==> src/rtl/obi_bram_adapter.sv <==
// OBI subordinate front-end for a single-port byte-write BRAM with 2-entry response skid FIFO.
// Define OBI_BRAM_ERR_EN to reject out-of-range or be==0 accesses with an error response.
module obi_bram_adapter #(
    parameter int NB_COL    = 4,
    parameter int COL_WIDTH = 8,
    parameter int RAM_DEPTH = 1024,
    parameter int AddrWidth = 32
) (
    input  logic                              clk_i,
    input  logic                              rst_ni,
    input  logic                              obi_req_i,
    output logic                              obi_gnt_o,
    input  logic [AddrWidth-1:0]              obi_addr_i,
    input  logic                              obi_we_i,
    input  logic [NB_COL-1:0]                 obi_be_i,
    input  logic [NB_COL*COL_WIDTH-1:0]       obi_wdata_i,
    output logic                              obi_rvalid_o,
    input  logic                              obi_rready_i,
    output logic [NB_COL*COL_WIDTH-1:0]       obi_rdata_o,
    output logic                              obi_err_o,
    output logic                              mem_req_o,
    output logic [$clog2(RAM_DEPTH)-1:0]      mem_addr_o,
    output logic [NB_COL*COL_WIDTH-1:0]       mem_wdata_o,
    output logic [NB_COL-1:0]                 mem_bwe_o,
    input  logic [NB_COL*COL_WIDTH-1:0]       mem_rdata_i
);

    localparam int DataWidth = NB_COL * COL_WIDTH;
    localparam int ByteOff   = $clog2(NB_COL);
    localparam int WordAw    = $clog2(RAM_DEPTH);

    logic                 pending_q;
    logic                 pend_we_q;
    logic [1:0]           cnt_q;
    logic [1:0]           cnt_d;
    logic                 wr_ptr_q;
    logic                 rd_ptr_q;
    logic [DataWidth-1:0] fifo_rdata_q [2];
    logic [1:0]           outst;
    logic                 hs;
    logic                 acc_err;
    logic                 rsp_err;
    logic                 head_err;
    logic                 push;
    logic                 pop;
    logic                 fifo_nempty;
    logic [DataWidth-1:0] rsp_rdata;
    logic                 unused_addr;

    assign unused_addr = ^obi_addr_i;

    assign outst     = {1'b0, pending_q} + cnt_q;
    assign obi_gnt_o = obi_req_i && (outst < 2'd2) && rst_ni;
    assign hs        = obi_gnt_o;

`ifdef OBI_BRAM_ERR_EN
    logic pend_err_q;
    logic fifo_err_q [2];

    assign acc_err  = (obi_addr_i[AddrWidth-1:ByteOff+WordAw] != '0) ||
                      (obi_be_i == '0);
    assign rsp_err  = pend_err_q;
    assign head_err = fifo_err_q[rd_ptr_q];

    always_ff @(posedge clk_i or negedge rst_ni) begin
        if (!rst_ni) begin
            pend_err_q <= 1'b0;
        end else begin
            pend_err_q <= hs && acc_err;
        end
    end

    always_ff @(posedge clk_i) begin
        if (push) begin
            fifo_err_q[wr_ptr_q] <= rsp_err;
        end
    end
`else
    assign acc_err  = 1'b0;
    assign rsp_err  = 1'b0;
    assign head_err = 1'b0;
`endif

    assign mem_req_o   = hs && !acc_err;
    assign mem_addr_o  = obi_addr_i[ByteOff +: WordAw];
    assign mem_wdata_o = obi_wdata_i;
    assign mem_bwe_o   = (mem_req_o && obi_we_i) ? obi_be_i : '0;

    // Writes and rejected accesses never expose the BRAM read port.
    assign rsp_rdata   = (pend_we_q || rsp_err) ? '0 : mem_rdata_i;

    assign fifo_nempty = (cnt_q != 2'd0);
    assign push        = pending_q && (fifo_nempty || !obi_rready_i);
    assign pop         = fifo_nempty && obi_rready_i;
    assign cnt_d       = cnt_q + {1'b0, push} - {1'b0, pop};

    assign obi_rvalid_o = pending_q || fifo_nempty;

    always_comb begin
        obi_rdata_o = '0;
        obi_err_o   = 1'b0;
        if (fifo_nempty) begin
            obi_rdata_o = fifo_rdata_q[rd_ptr_q];
            obi_err_o   = head_err;
        end else if (pending_q) begin
            obi_rdata_o = rsp_rdata;
            obi_err_o   = rsp_err;
        end
    end

    always_ff @(posedge clk_i or negedge rst_ni) begin
        if (!rst_ni) begin
            pending_q <= 1'b0;
            pend_we_q <= 1'b0;
            cnt_q     <= 2'd0;
            wr_ptr_q  <= 1'b0;
            rd_ptr_q  <= 1'b0;
        end else begin
            pending_q <= hs;
            pend_we_q <= hs && obi_we_i;
            cnt_q     <= cnt_d;
            if (push) begin
                wr_ptr_q <= ~wr_ptr_q;
            end
            if (pop) begin
                rd_ptr_q <= ~rd_ptr_q;
            end
        end
    end

    always_ff @(posedge clk_i) begin
        if (push) begin
            fifo_rdata_q[wr_ptr_q] <= rsp_rdata;
        end
    end

    // The grant rule caps outstanding at 2, so a full FIFO never sees a push.
    assert property (@(posedge clk_i) disable iff (!rst_ni)
        !(push && cnt_q == 2'd2));

endmodule

==> config.mk <==
export PLATFORM = sky130hd
export DESIGN_NAME = obi_bram_adapter
export DESIGN_NICKNAME = d
export VERILOG_FILES = /design/src/rtl/obi_bram_adapter.sv
export SDC_FILE = /design/constraint.sdc
export NUM_CORES = 1
export LEC_CHECK = 0
export BUFFER_PORTS_ARGS = -buffer_cell sky130_fd_sc_hd__buf_4
export CAP_MARGIN = 10
export CORE_ASPECT_RATIO = 1.2
export CORE_MARGIN = 2
export CORE_UTILIZATION = 46
export CTS_CLUSTER_DIAMETER = 150
export DETAILED_ROUTE_END_ITERATION = 8
export GPL_TIMING_DRIVEN = 1
export PLACE_DENSITY = 0.8
export SETUP_SLACK_MARGIN = 0.4
export SYNTH_ARGS = -nofsm -noshare
export SYNTH_HDL_FRONTEND = slang
export SYNTH_SLANG_ARGS = --single-unit
==> constraint.sdc <==
create_clock -name clk_i -period 2.9 [get_ports clk_i]
set_clock_uncertainty 0.15 [all_clocks]
set_input_delay 0.435 -clock clk_i [delete_from_list [all_inputs] [get_ports clk_i]]
set_output_delay 0.435 -clock clk_i [all_outputs]
set_load 0.01 [all_outputs]
==> Yosys cells after proc, flatten, opt, wreduce, memory -nomap -nowiden <==
Memory sizes are Yosys's and may differ from the RTL's.
Index checks and enable logic that the tools add are counted.
{ "totals": {"ram_bits": 64, "regBits": 6, "output_inout_bits": 82, "mem_count": 1, "elab_cells": 27} }
{ "memory_table": {"columns": ["name", "words", "word_bits", "rd", "rd_clocked_by_memory_dff", "wr", "line_no", "rtl"], "rows": [
  ["fifo_rdata_q", 2, 32, 1, 0, 1, "38", "logic [DataWidth-1:0] fifo_rdata_q [2];"]
]} }
{ "classes": {"n_bitwise": 2, "n_mux": 6, "add_sub_neg": 3, "order_cmp": 1, "reduce_logical": 9} }
{ "op_table": {"columns": ["op", "n"], "rows": [
  ["32-bit 2-to-1 mux", 3],
  ["1-bit logical AND", 5],
  ["4-bit 2-to-1 mux", 1],
  ["1-bit by 2-bit adder with 2-bit output", 1],
  ["2-bit by 1-bit adder with 2-bit output", 1],
  ["1-bit logical OR", 2],
  ["2-bit less-than comparator, second input constant", 1],
  ["1-bit 2-to-1 mux", 2],
  ["1-bit NOT", 2],
  ["2-bit nonzero test", 1],
  ["2-bit by 1-bit subtractor with 2-bit output", 1],
  ["1-bit logical NOT", 1]
]} }

==> Longest topological paths before layout <==
Gate-level depths: netlist of run 1.
{ "logic_depth": {"ltp_word": 6, "depth_mapped": 8, "ltp_nobuf": 7} }

==> Worst setup path after synthesis of run 1 <==
No wires, ideal clock.
{ "synth_timing": {"kind": "in2reg", "startpoint": "in obi_rready_i", "endpoint": "mem fifo_rdata_q[0][0] (netlist bit), enable pin", "setup_slack_ns": 0.363, "n_path_buf": 0, "t_required_ns": 2.329, "arrival_ns": 1.966, "stages": 2, "path_cell_list": "nor3b_1 nor2_1"} }
{ "synth_via": {"elab_chain_len": 5} }
{ "synth_rtl": {"columns": ["element", "line_no", "rtl"], "rows": [
  ["from (decl)", "18", "input logic obi_rready_i,"],
  ["1-bit logical NOT", "93", "assign push = pending_q && (fifo_nempty || !obi_rready_i);"],
  ["1-bit logical OR", "93", null],
  ["1-bit logical AND", "93", null],
  ["1-bit 2-to-1 mux", "132", "if (push) begin"],
  ["1-bit 2-to-1 mux (not written as such)", "133", "fifo_rdata_q[wr_ptr_q] <= rsp_rdata;"],
  ["to (decl)", "38", null]
]} }
No other way between the ends.

==> Worst setup path in the final report of run 1 <==
{ "layout_timing": {"startpoint": "in rst_ni", "endpoint": "out mem_bwe_o[0]"} }
{ "layout_via": {"elab_chain_len": 3} }
{ "layout_rtl": {"columns": ["element", "line_no", "rtl"], "rows": [
  ["from (decl)", "10", "input logic rst_ni,"],
  ["1-bit logical AND", "53", "assign obi_gnt_o = obi_req_i && (outst < 2'd2) && rst_ni;"],
  ["1-bit logical AND", "87", "assign mem_bwe_o = (mem_req_o && obi_we_i) ? obi_be_i : '0;"],
  ["4-bit 2-to-1 mux", "87", null],
  ["to (decl)", "24", "output logic [NB_COL-1:0] mem_bwe_o,"]
]} }
No other way between the ends.

==> flow_metrics.tcl, run 1 <==
set metrics [dict create \
    min_from "obi_req_i" \
    clockBufferDepth 2 \
    clock-sinks 70 \
    syn_area_per_cell_sq_um 13.0 \
    status "complete, no violations" \
    area_growth_syn_to_layout_pct 15.9 \
    r2r-start "cnt_q[0]" \
    netlist_top_cells_count "edfxtp_1, mux2i_1, buf_4, nand3b_1, nor2b_1" \
    nFillCells 677 \
    irDropWorstVdd_mv 0.471 \
    synth_top_area_share_pct 50.6 \
    grt_first_pass_wirelength_microns 10400 \
    holdPathEnd "pending_q" \
    synth_area_sq_um 3800 \
    hold_viol 0 \
    cp-start-kind "input pin" \
    dp.final_hpwl_microns 4370 \
    worstPathRequired_ps 2320 \
    p_leak_nw 1.71 \
    die_h_microns 104 \
    core_area_sq_um 8060 \
    stdcell_count 424 \
    wl_per_cell_microns 15.6 \
    syn_inst 291 \
    drc 0 \
    critical_path_class "input pin to output port" \
    dp.cells 407 \
    antennaDiodeCount 0 \
    wl_microns 6600 \
    path_clk_slew_ps 70 \
    r2r_setup_slack_ps 780 \
    dieArea_sq_um 9000 \
    cts_setup_buffers 0 \
    grt_max_degree 64 \
    synth_top_flop_cell "edfxtp_1" \
    initial_core_util_pct 47.1 \
    gp_congestion 0.741 \
    fmax_mhz 423 \
    io_pins 187 \
    maxSlewViolCount 0 \
    post-route-period-util_pct 81.4 \
    crit_path_end_kind "output port" \
    drtPass1Iterations 4 \
    via_per_inst 5.21 \
    p_per_area_nw_per_um2 860 \
    cts_max_level 3 \
    holdCritPathClass "input pin to register" \
    rows 36 \
    numCtsBuffers 9 \
    reg2reg_to "cnt_q[1]" \
    yosysSeqAreaShare_pct 54.6 \
    finalSetupViolCount 0 \
    total_power_mw 3.78 \
    drv_cap 0 \
    fin_nets 431 \
    synthTopCellsByArea "edfxtp_1, mux2i_1, buf_4, nand3b_1, nor2b_1" \
    yosys.cell_types.count 27 \
    grt_pass1_vias 2157 \
    holdPathStages 3 \
    tritoncts "done" \
    antenna_left 0 \
    yosys_register_bits 70 \
    antenna_found_initial 0 \
    reg2reg_depth 7 \
    drt_iter0_markers 90 \
    synth_edf_count 64 \
    yosysWarnings 0 \
    crit_arrival_ps 1780 \
    rsz0062_at_grt "false" \
    overflow 0 \
    io_buffers 79 \
    relSlewSlack_pct 35.3 \
    fin_crit_ps 2360 \
    fin_util_pct 54.5 \
    vias 2210 \
    synth_top_cell_by_area "edfxtp_1" \
    syn_nets 398 \
    drive_above_1_share_pct 32.5 \
    finalSetupTns_ps 0 \
    track_usage_pct 15.0 \
    async_flop_share_pct 8.57 \
    clk_latency_ps 340 \
    die_w_microns 86.9 \
    worst_pin_slew_ps 968 \
    crit_path_max_fanout 8 \
    cts_root_buffer "clkbuf_8" \
]
## worst max-delay path: stages
cell and delay (ps):
dlygate4sd3_1 520, buf_4 160, nand3_1 180, nor4b_1 300
buf_4 180
## state kept, by name, indices dropped and copies added, names as in the netlist
| name | cells |
|---|---|
| wr_ptr_q | 1 |
| cnt_q | 2 |
| fifo_rdata_q | 64 |
| pend_we_q | 1 |
| rd_ptr_q | 1 |
| pending_q | 1 |
## timing repair
action                                 CTS  global route
setup endpoints to repair                0             3
endpoints found under the hold margin    6             0
resized for setup                        0             2
hold buffers                             1             0
## logic make-up after synthesis
family | Yosys count | synth area share [%]
AND/OR/NAND/NOR | 82 | 14.9
flip-flops | 70 | 54.6
buffers and inverters | 66 | 11.7
multiplexers | 64 | 16.9
AO/OA/AOI/OAI | 3 | 0.527
XOR/XNOR | 3 | 0.692
adder cells (fa/ha/maj) | 2 | 0.659
other | 1 | 0.0988
## metal layers
layer	up-vias	share of wire [%]	wire, microns	track usage (%)
met5	-	0	0	0
met4	0	0.99	65	6.25
met3	9	6.0	397	4.78
met2	71	53	3490	24.6
met1	1067	40	2650	17.8
li1	1063	-	-	-
## stage by stage
stage | hold slack [ps] | setup WS, ps | cell area, sq um
4_1_cts | 212 | 515 | 4390
2_1_floorplan | -10.6 | 859 | 3800
5_1_grt | 232 | 419 | 4400
3_5_place_dp | 108 | 774 | 4150
3_3_place_gp | 104 | 830 | 4150
6_report | 226 | 539 | 4400
## layout make-up
class                      count  area, sq um  share of cell area [%]
clock buffer                  11          151                    3.44
timing repair buffer          86          661                    15.0
sequential                    70         2080                    47.2
multi-input combinational    155         1300                    29.6
clock inverter                 5         81.3                    1.85
inverter                       2         7.51                   0.171
tap                           95          119                    2.70
## layout by cell type, fill, tap and decap left out, drive strengths merged, types with 2 or more instances in the layout
master | netlist | layout
clkinv | 0 | 2
nor3 | 2 | 2
clkbuf | 9 | 11
nor2 | 2 | 2
inv | 2 | 2
xnor2 | 3 | 3
buf | 55 | 85
nor4b | 4 | 4
mux2i | 64 | 64
bufinv | 0 | 2
ha | 2 | 2
edfxtp | 64 | 64
nand2b | 3 | 3
nor2b | 32 | 32
dfrtp | 6 | 6
nand3b | 32 | 32
and3b | 2 | 2
## worst max-delay path by stage
| stage | end | startpoint |
|---|---|---|
| 6_report | mem_bwe_o[0] | rst_ni |
| 5_1_grt | mem_bwe_o[1] | rst_ni |
| 4_1_cts | obi_rdata_o[6] | pend_we_q |
| 3_5_place_dp | cnt_q[1] | obi_rready_i |
| 3_3_place_gp | fifo_rdata_q[1][19] | obi_rready_i |
| 2_1_floorplan | fifo_rdata_q[1][0] | obi_rready_i |
## power breakdown
part	switching (mW)	internal, mW	leakage (nW)
registers	0.131	1.26	0.653
logic	0.718	0.791	0.937
clock network	0.348	0.531	0.116
(Power assumes the default switching activity.)
==> run 2: changes to the inputs <==
==> constraint.sdc (replaced) <==
create_clock -name clk_i -period 2.23 [get_ports clk_i]
set_clock_uncertainty 0.15 [all_clocks]
set_input_delay 0.3345 -clock clk_i [delete_from_list [all_inputs] [get_ports clk_i]]
set_output_delay 0.3345 -clock clk_i [all_outputs]
set_load 0.01 [all_outputs]
==> run 2 against run 1 <==
Via count increased by 4.4%. Largest cell class unchanged. Critical endpoint is now obi_rdata_o[16]. Total power increased by 38%. Combinational power grew 60%. Sequential power up 26%. Design area rose by 5.1%. Register-to-register slack lost 530 ps. Flip-flop and latch count stayed put. Sequential share of layout area decreased by 2.3 points. Count of clock-buffer cells in the layout did not move. Non-clock buffer count increased by 11. Critical path depth down 1. Setup slack got worse by 360 ps.
==> flow_metrics.tcl, run 2 (synthesis gave the netlist of run 1 again) <==
set metrics [dict create \
    status "complete, no violations" \
    antenna_found_initial 0 \
    gp_congestion 0.726 \
    drive_above_1_share_pct 36.9 \
    finalSetupViolCount 0 \
    via_per_inst 5.32 \
    grt_max_degree 65 \
    antennaDiodeCount 0 \
    die_h_microns 104 \
    die_w_microns 86.9 \
    grt_first_pass_wirelength_microns 11200 \
    dp.cells 409 \
    overflow 0 \
    final_cell_mix "buf_4, mux2i_1, edfxtp_1, nor2b_1, nand3b_1" \
    worstPathRequired_ps 1750 \
    clockBufferDepth 2 \
    placed_area_sq_um 4190 \
    drv_cap 0 \
    path_cells "nor2_4, buf_12, mux2i_1, buf_4" \
    fin_nets 442 \
    finalSetupTns_ps 0 \
    wl_microns 7380 \
    io_buffers 79 \
    drt_iter0_markers 83 \
    cts_root_buffer "clkbuf_8" \
    dp.final_hpwl_microns 4520 \
    initial_core_util_pct 47.1 \
    maxSlewViolCount 0 \
    largest_register_ff_count 64 \
    wl_per_cell_microns 17.0 \
    relSlewSlack_pct 64.4 \
    p_leak_nw 1.79 \
    slowest_delay_ps 460 \
    critical_path_class "register to output port" \
    irDropWorstVdd_mv 0.552 \
    path_clk_slew_ps 80 \
    crit_path_end_kind "output port" \
    rsz0062_at_grt "true" \
    dieArea_sq_um 9000 \
    fin_crit_ps 2050 \
    clock-sinks 70 \
    slowest_stage "dfrtp_2" \
    grt_pass1_vias 2309 \
    crit_path_max_fanout 16 \
    vias 2308 \
    clk_latency_ps 340 \
    stdcell_count 434 \
    hold_viol 0 \
    reg_top3 "fifo_rdata_q (64), cnt_q (2)" \
    antenna_left 0 \
    post-route-period-util_pct 92.1 \
    fmax_mhz 487 \
    p_per_area_nw_per_um2 1130 \
    worst_pin_slew_ps 534 \
    holdCritPathClass "input pin to register" \
    drtPass1Iterations 4 \
    whs_ps 195 \
    cp-start-kind "register" \
    area_growth_syn_to_layout_pct 21.8 \
    finalInstanceArea_sq_um 4620 \
    track_usage_pct 16.3 \
    io_pins 187 \
    cpLargestDelayFamily "flip-flops" \
    rows 36 \
    drc 0 \
    path_buf_inv 2 \
    fin_util_pct 57.3 \
    core_area_sq_um 8060 \
    crit_arrival_ps 1570 \
    final_common_cell "buf_4" \
    top_register "fifo_rdata_q" \
    tritoncts "done" \
    cts_max_level 3 \
    numCtsBuffers 9 \
]
[run 2: worst paths after layout]
path                                       from                   to  slack [ps]  depth (start not counted)
worst max-delay path                   cnt_q[0]      obi_rdata_o[16]         180                          4
worst min-delay path            mem_rdata_i[17]  fifo_rdata_q[1][17]         190                          2
worst max register to register         cnt_q[0]             cnt_q[1]         250                          8
worst min register to register         wr_ptr_q             wr_ptr_q         440                          2
max in group asynchronous                rst_ni             rd_ptr_q        1390                          2
min in group asynchronous                rst_ni            pending_q         270                          2
[run 2: through the flow]
stage	worst slack, ps	total power, mW
3_3_place_gp	307	3.81
3_5_place_dp	276	3.87
2_1_floorplan	250	3.12
6_report	176	5.24
4_1_cts	164	5.20
5_1_grt	103	5.49
[run 2: cell type report]
| cell class | count | area (sq um) |
|---|---|---|
| clock buffer | 11 | 131 |
| clock inverter | 4 | 72.6 |
| fill | 658 | 3440 |
| inverter | 2 | 7.51 |
| multi-input combinational | 155 | 1380 |
| sequential | 70 | 2080 |
| tap | 95 | 119 |
| timing repair buffer | 97 | 837 |
[run 2: per-layer routing]
layer | routed length [microns] | global-route usage (%) | part of all wire (%) | vias up
li1 | - | - | - | 1093
met1 | 2980 | 18.2 | 40 | 1140
met2 | 3970 | 28.5 | 54 | 66
met3 | 340 | 5.10 | 4.6 | 9
met4 | 82 | 5.69 | 1.1 | 0
met5 | 0 | 0 | 0 | -
[run 2: worst reg2reg max path: stages, from the launching register on]
cell      delay (ps)
dfrtp_2          460
buf_4            160
nor3b_2          240
nand2b_1         150
ha_1             230
inv_1             60
ha_1             150
xnor2_1          140
xnor2_1          160
[run 2: where the power goes]
part	switching, mW	total [mW]	internal [mW]
Sequential	0.107	1.75	1.64
Clock	0.441	1.06	0.623
Combinational	1.14	2.42	1.28
[run 2: what timing repair did]
item,4_1_cts,5_1_grt
resized for setup,20,8
hold endpoints to repair,6,0
endpoints found under the setup margin,72,73
buffers inserted,6,2
pin swaps,4,3
gates cloned,1,0
hold buffers,1,0
==> run 3: changes to the inputs <==
--- a/config.mk
+++ b/config.mk
@@ -9,11 +9,10 @@
 export CAP_MARGIN = 10
 export CORE_ASPECT_RATIO = 1.2
 export CORE_MARGIN = 2
-export CORE_UTILIZATION = 46
+export CORE_UTILIZATION = 30
 export CTS_CLUSTER_DIAMETER = 150
 export DETAILED_ROUTE_END_ITERATION = 8
 export GPL_TIMING_DRIVEN = 1
-export PLACE_DENSITY = 0.8
 export SETUP_SLACK_MARGIN = 0.4
 export SYNTH_ARGS = -nofsm -noshare
 export SYNTH_HDL_FRONTEND = slang
==> run 3 against run 2 <==
Utilization down 18 points. Critical endpoint is now obi_rdata_o[10]. Critical path type unchanged. Count of clock-buffer cells in the layout up 1. Clock power up 14%. Via count down 0.30%. Fmax down 0.61%.
==> flow_metrics.tcl, run 3 (synthesis gave the netlist of run 1 again) <==
set metrics [dict create \
    fin_crit_ps 2070 \
    finalInstanceArea_sq_um 4930 \
    holdCritPathClass "input pin to register" \
    die_h_microns 127 \
    met1_usage_pct 13.8 \
    cp-start-kind "register" \
    grt_max_degree 34 \
    overflow 0 \
    final_common_cell "buf_4" \
    nFillCells 1201 \
    cpLargestDelayFamily "buffers and inverters" \
    final_cell_mix "buf_4, edfxtp_1, mux2i_1, nor2b_1, nand3b_1" \
    antenna_found_initial 0 \
    largest_register_ff_count 64 \
    irDropWorstVdd_mv 0.492 \
    critical_path_class "register to output port" \
    hold_viol 0 \
    finalSetupViolCount 0 \
    dieArea_sq_um 13600 \
    path_buf_inv 4 \
    p_leak_nw 1.87 \
    dp.final_hpwl_microns 4730 \
    cts_root_buffer "clkbuf_16" \
    io_buffers 79 \
    tritoncts "done" \
    core_area_sq_um 12500 \
    clockBufferDepth 2 \
    drc 0 \
    clock-sinks 70 \
    die_w_microns 107 \
    finalSetupTns_ps 0 \
    via_per_inst 4.49 \
    path_clk_slew_ps 50 \
    crit_arrival_ps 1580 \
    vias 2301 \
    rsz0062_at_grt "true" \
    slowest_delay_ps 440 \
    post-route-period-util_pct 92.7 \
    drtPass1Iterations 4 \
    drv_cap 0 \
    grt_pass1_vias 2333 \
    maxSlewViolCount 0 \
    p_per_area_nw_per_um2 1160 \
    top_register "fifo_rdata_q" \
    total_power_mw 5.71 \
    crit_path_max_fanout 8 \
    antenna_left 0 \
    grt.busiest_layer "met2" \
    area_growth_syn_to_layout_pct 30.0 \
    reg_top3 "fifo_rdata_q (64), cnt_q (2)" \
    rows 45 \
    fin_nets 451 \
    grtUsageMet3_pct 3.78 \
    io_pins 187 \
    grt_first_pass_wirelength_microns 12000 \
    clk_latency_ps 320 \
    path_cells "nor2_4, buf_6, buf_12, buf_16, mux2i_1, buf_4" \
    post-place-ws_ps 233 \
    setup_ws_ps 163 \
    crit_path_end_kind "output port" \
    drive_above_1_share_pct 42.0 \
    slowest_stage "dfrtp_2" \
    antennaDiodeCount 0 \
    wl_per_cell_microns 15.8 \
    placed_area_sq_um 4280 \
    cts_max_level 3 \
    whs_ps 151 \
    use_met2_pct 19.5 \
    status "complete, no violations" \
    fmax_mhz 484 \
    drt_iter0_markers 60 \
    track_usage_pct 11.7 \
    worstPathRequired_ps 1750 \
    initial_core_util_pct 30.4 \
    wl_microns 8100 \
    numCtsBuffers 9 \
    gp_congestion 0.684 \
]
[run 3: worst reg2reg max path, stage by stage (launching register included)]
cell      delay (ps)
dfrtp_2          430
buf_4            150
buf_6            120
nor3b_4          260
nand2b_4         180
ha_1             220
inv_1             50
ha_2             170
xnor2_2          110
xnor2_1          120
[run 3: stage by stage]
stage,utilization (%),instances
5_1_grt,39.5,512
3_5_place_dp,34.2,480
3_3_place_gp,34.2,480
4_1_cts,38.7,510
2_1_floorplan,-,291
6_report,39.5,512
[run 3: area by class of cell]
cell class                      instances  area [sq um]  area share (%)
Clock buffer                           12           236            4.79
Clock inverter                          3          12.5           0.254
Inverter                                2          7.51           0.152
Multi-Input combinational cell        156          1450            29.4
Sequential cell                        70          2080            42.1
Tap cell                              164           205            4.16
Timing Repair Buffer                  105           941            19.1
[run 3: timing repair]
action,CTS,global route
cloned,3,1
gates resized for setup,30,19
pin swaps,4,3
setup buffers,11,1
hold endpoints to repair,6,0
endpoints found under the setup margin,72,72
hold buffers,1,0
[run 3: final timing paths]
kind,from,to,slack (ps),depth (start not counted)
min reg2reg,wr_ptr_q,wr_ptr_q,460,2
max,cnt_q[1],obi_rdata_o[10],160,6
max reg2reg,cnt_q[0],cnt_q[1],180,9
min in group asynchronous,rst_ni,pend_we_q,300,2
min,obi_rready_i,rd_ptr_q,150,3
max in group asynchronous,rst_ni,pending_q,1380,2
[run 3: power breakdown]
part / internal [mW] / total (mW) / switching, mW
combinational: 1.51 / 2.77 / 1.25
sequential: 1.65 / 1.73 / 0.0862
clock: 0.736 / 1.21 / 0.475
[run 3: routing by layer]
layer / vias to the layer above / routed length [microns]
met5: - / 0
met4: 0 / 119
met3: 14 / 385
met2: 64 / 4110
li1: 1112 / -
met1: 1111 / 3490
